===== config.mk =====
export PLATFORM = sky130hd
export DESIGN_NAME = if_fetch
export DESIGN_NICKNAME = d
export VERILOG_FILES = /design/src/rtl/if_fetch.sv
export SDC_FILE = /design/constraint.sdc
export NUM_CORES = 1
export LEC_CHECK = 0
export BUFFER_PORTS_ARGS = -buffer_cell sky130_fd_sc_hd__buf_2
export CORE_ASPECT_RATIO = 0.9
export CORE_MARGIN = 4
export CORE_UTILIZATION = 45
export CTS_CLUSTER_DIAMETER = 80
export DETAILED_ROUTE_END_ITERATION = 16
export PLACE_DENSITY_LB_ADDON = 0.25
export SETUP_SLACK_MARGIN = 0.1
export SLEW_MARGIN = 40
export SYNTH_ARGS = -nofsm -noshare
export SYNTH_HDL_FRONTEND = slang
export SYNTH_SLANG_ARGS = --single-unit

===== constraint.sdc =====
create_clock -name clk -period 2.4 [get_ports clk]
set_input_delay 0.24 -clock clk [delete_from_list [all_inputs] [get_ports clk]]
set_output_delay 0.24 -clock clk [all_outputs]
set_load 0.005 [all_outputs]

===== src/rtl/if_fetch.sv =====
// Instruction-fetch stage: owns the PC, drives a synchronous-read imem and issues instr/PC/valid to ID.
// Optional IF_FETCH_PERF_EN adds fetch_count / bubble_count performance counters.
module if_fetch #(
    parameter logic [31:0] RESET_PC = 32'h0000_0000,
    parameter logic [31:0] PC_STEP  = 32'd1
) (
    input  logic        clk,
    input  logic        rst,
    input  logic        stall,
    input  logic        redirect,
    input  logic [31:0] redirect_pc,
    output logic [31:0] imem_addr,
    output logic        imem_en,
    input  logic [31:0] imem_rdata,
    output logic [31:0] instr_out,
    output logic [31:0] pc_out,
    output logic        valid_out
`ifdef IF_FETCH_PERF_EN
    ,
    output logic [31:0] fetch_count,
    output logic [31:0] bubble_count
`endif
);

    typedef enum logic [1:0] {
        BOOT  = 2'd0,
        RUN   = 2'd1,
        FLUSH = 2'd2
    } state_t;

    state_t      state, state_nx;
    logic [31:0] fpc, fpc_nx, pc_nx;
    logic        hold;

    always_ff @(posedge clk) begin
        if (rst) begin
            state  <= BOOT;
            fpc    <= RESET_PC;
            pc_out <= '0;
        end else begin
            state  <= state_nx;
            fpc    <= fpc_nx;
            pc_out <= pc_nx;
        end
    end

    // Stall only bites while a real instruction is held; a bubble is always overwritten.
    always_comb begin
        hold     = stall && (state == RUN);
        state_nx = state;
        fpc_nx   = fpc;
        pc_nx    = pc_out;
        if (redirect) begin
            state_nx = FLUSH;
            fpc_nx   = redirect_pc;
        end else if (!hold) begin
            state_nx = RUN;
            fpc_nx   = fpc + PC_STEP;
            pc_nx    = fpc;
        end
    end

    always_comb begin
        valid_out = (state == RUN);
        imem_addr = fpc;
        imem_en   = !rst && (redirect || !hold);
        instr_out = valid_out ? imem_rdata : '0;
    end

`ifdef IF_FETCH_PERF_EN
    always_ff @(posedge clk) begin
        if (rst) begin
            fetch_count  <= '0;
            bubble_count <= '0;
        end else begin
            if (valid_out && !stall)
                fetch_count <= fetch_count + 32'd1;
            if (!valid_out)
                bubble_count <= bubble_count + 32'd1;
        end
    end
`endif

endmodule

# Word level (Yosys, flattened, before mapping)
# Cells that the tools add are included.
[totals]
output_inout_bits = 98
ff_bits = 66
input_bits = 68
[op_classes]
n_mux = 5
n_bitwise = 2
addsub = 1
reduce_logical = 7
eq_ne = 2
[op_table]
columns = ["operator", "n"]
rows = [
  ["2-to-1 mux 32 bit", 3],
  ["adder 32 x 1 -> 32 bit, second input constant", 1],
  ["2-to-1 mux 2 bit", 2],
  ["equality test 2 x 1 -> 1 bit, second input constant", 1],
  ["logical AND 1 bit", 2],
  ["logical NOT 1 bit", 2],
  ["!= test 2 bit, second input constant", 1],
  ["inverter 1 bit", 2],
  ["AND reduction 2 bit", 1],
  ["OR reduction 2 bit", 1],
  ["logical OR 1 bit", 1],
]

# Longest topological paths before layout
[depth]
ltp_word = 5
mapped_depth = 7
mapped_depth_nobuf = 5

# Least setup slack after synthesis
# OpenSTA, ideal clock, no wires.
[synth_timing]
path_type = "register to register"
from = "register fpc[18] (netlist: imem_addr[18])"
to = "register fpc[29] (netlist: imem_addr[29])"
setup_time_ns = 0.134
stages_incl_launch_ff = 5
arrival_time_ns = 1.832
synth_period_minus_slack_ns = 1.967
path_slack_ns = 0.433
n_path_buf = 0
cell_sequence = "dfxtp_1 > nand4_2 > nor4_1 > a21oi_1 > or4_1"
[synth_between]
elab_chain_len = 3
[synth_lines]
columns = ["element", "line", "text"]
rows = [
  ["start: declaration", "32", "logic [31:0] fpc, fpc_nx, pc_nx;"],
  ["start signal: assignment", "42", "fpc <= fpc_nx;"],
  ["adder 32 x 1 -> 32 bit", "58", "fpc_nx = fpc + PC_STEP;"],
  ["2-to-1 mux 32 bit", "56", "end else if (!hold) begin"],
  ["2-to-1 mux 32 bit", "53", "if (redirect) begin"],
]
# No other way between the ends. The select of a mux whose other input is x is not followed.
# A chain may end at the register's enable or synchronous reset.

# Worst setup path in the final report
[layout_timing]
from = "register fpc[3] (netlist: imem_addr[3])"
to = "register fpc[16] (netlist: imem_addr[16])"
# The elaborated chain is that of the path after synthesis.

==> reports/results.txt <==
pwr/cell area = 571 nW/µm²
syn nets = 504
required time worst endpoint = 2.64 ns
Register Area = 1320 µm²
hold slack = 0.113 ns
DRT antenna net count = 0
status = finished clean
fin area = 4470 µm²
Worst EP arrival = 2.47 ns
max cap viols = 0
CP Launch Type = register
CP endpoint kind = register
Synth warnings = 0
EDFF count, synth = 0
first-pass GRT wire length = 18.1 mm
postcts setup bufs = 0
Util after Layout = 0.622
synthesized flop and latch total = 66
Congestion Overflow GR = 0
RSZ-0062 raised after global routing = false
Initial Util = 0.470
CTS H-tree depth = 3
# nets final = 664
CTS sink count = 66
area delta synth->final = 32.2%
Antenna Cells = 0
hold buffers post-CTS = 0
pin count of the biggest net entering global routing = 45
drt initial violations = 297
number of setup violations in the final report = 0
Clock Pin Slew Worst Setup and Hold Paths = 0.07 ns
Total GRT Usage = 0.247
DRT Pass-1 Iters = 5
TritonCTS clock tree = built
Synth Area per Inst = 7.77 µm²
Fmax = 450 MHz
DR vias/cell = 5.67
port bufs = 165
row cnt = 29
Inserted Clock Buffers = 9
die height = 90.2 µm
Unique masters post-synth = 48
Die X = 99.3 µm
GP Congestion = 0.881
vias = 3918
Ports = 166
Async SR Flop Fraction = 0
LEAKAGE = 2.02 nW
Setup TNS = 0 ns
sequential fraction of the synthesis area = 0.391
Post-Syn Area = 3380 µm²
die area = 8960 µm²
share of layout cells above drive strength 1 = 0.336
area occupied by multi-input gates = 1870 µm²
antenna violations before repair = 0
synthesized instance count = 435
fill count = 677
Tmin final = 2.22 ns
final wirelength = 11.2 mm
deepest clock path buffer count = 2
crit path kind = register to register
Least-Margin Pin Slew = 0.483 ns
Peak VDD IR = 0.000495 V
Slew HR = 0.677
Hold Fails Final Rpt = 0
hpwl dp = 8.34 mm
Max Transition Viols Final = 0
fin crit share = 0.926
Post-CTS Resized = 0
Core Area = 7180 µm²
Hold/Removal Path Class = primary input to register
critical-path maximum fanout = 10
vias in the first global route = 3677
Post-route DRC = 0
CTS root buf = clkbuf_8
Post-Place Cell Area = 4280 µm²
clk_skew = 0.00704 ns
Synth Flop Type = dfxtp_1
post-DR wirelength/cell = 16.2 µm
latest clock arrival within the worst-skew pair = 0.34 ns
-- per-layer routing --
layer	GRT usage	vias up	wire, µm
li1	-	1873	-
met1	0.312	1792	4490
met2	0.400	223	5260
met3	0.0604	30	1190
met4	0.105	0	256
met5	0	-	0
-- critical path: stages (launching register included) --
cell	delay [ns]
dfxtp_1	0.47
and4_1	0.40
nand4_1	0.38
or4_1	0.56
a311oi_1	0.31
-- synth_stat cells (6+ instances only) --
cell	count	area share
nand4_1	11	0.020
nand3_1	19	0.028
a21oi_1	40	0.059
clkbuf_1	22	0.024
or4_1	11	0.024
a211oi_1	11	0.024
o31ai_1	8	0.018
nor3_1	6	0.0089
and3_1	6	0.011
nand2_1	87	0.097
inv_1	9	0.010
a311oi_1	10	0.026
nor4_1	8	0.015
nor2_1	28	0.031
xnor2_1	7	0.018
dfxtp_1	66	0.39
and2_1	35	0.065
-- stage by stage --
stage / setup slack (ns) / cells / power, mW
after global routing: 0.101 / 691 / 2.67
after detailed placement: 0.258 / 677 / 1.64
after floorplan: 0.433 / 435 / 1.44
after global placement: 0.371 / 677 / 1.63
after CTS: 0.214 / 691 / 2.57
final: 0.177 / 691 / 2.55
-- logic make-up after synthesis --
logic type / after synthesis / share of synthesized area
buffers and inverters: 40 / 0.0563
xor gates and xnor gates: 11 / 0.0285
and+or+nand+nor: 229 / 0.347
DFF: 66 / 0.391
AOI/OAI and AO/OA: 88 / 0.174
adders and majority gates: 1 / 0.00370
-- report_power, final --
group          total, mW  internal (mW)  switching, mW
Sequential          1.25           1.16         0.0878
Clock              0.930          0.526          0.405
Combinational      0.370          0.176          0.195
Total               2.55           1.86          0.687
-- cells in the final DEF, fill, tap and decap left out, types with 4 or more instances in the layout --
cell,netlist,routed
buf_2,1,165
nand2_1,87,87
dfxtp_1,66,66
a21oi_1,40,40
and2_1,35,35
nor2_1,28,27
nand3_1,19,19
buf_4,0,14
nand4_1,11,11
or4_1,11,11
a211oi_1,11,11
clkbuf_8,0,11
a311oi_1,10,10
inv_1,9,9
nor4_1,8,8
o31ai_1,8,8
xnor2_1,7,7
nor3_1,6,6
and3_1,6,6
and4_1,5,5
a2111oi_0,4,4
xor2_1,4,4
-- state kept, by name, indices dropped and copies added (netlist names) --
| name | cells |
|---|---|
| state | 2 |
| imem_addr | 32 |
| pc_out | 32 |
-- area by class of cell --
type	instances	area share
clock buffer	12	0.0347
tap	93	0.0260
timing repair buffer	179	0.208
clock inverter	2	0.00840
sequential	66	0.296
inverter	10	0.00840
multi-input combinational	329	0.419
-- path summary, 6_finish.rpt --
path                                  start                          to  slack [ns]  cells past startpoint
setup reg to reg  imem_addr[3]$_SDFFE_PP0P_  imem_addr[16]$_SDFFE_PP0P_        0.18                      4
hold reg to reg      pc_out[6]$_SDFFE_PP0P_      pc_out[6]$_SDFFE_PP0P_        0.45                      2
setup / recovery  imem_addr[3]$_SDFFE_PP0P_  imem_addr[16]$_SDFFE_PP0P_        0.18                      4
hold / removal              redirect_pc[15]  imem_addr[15]$_SDFFE_PP0P_        0.11                      3
Note: power is estimated with default switching activity, not from simulation.
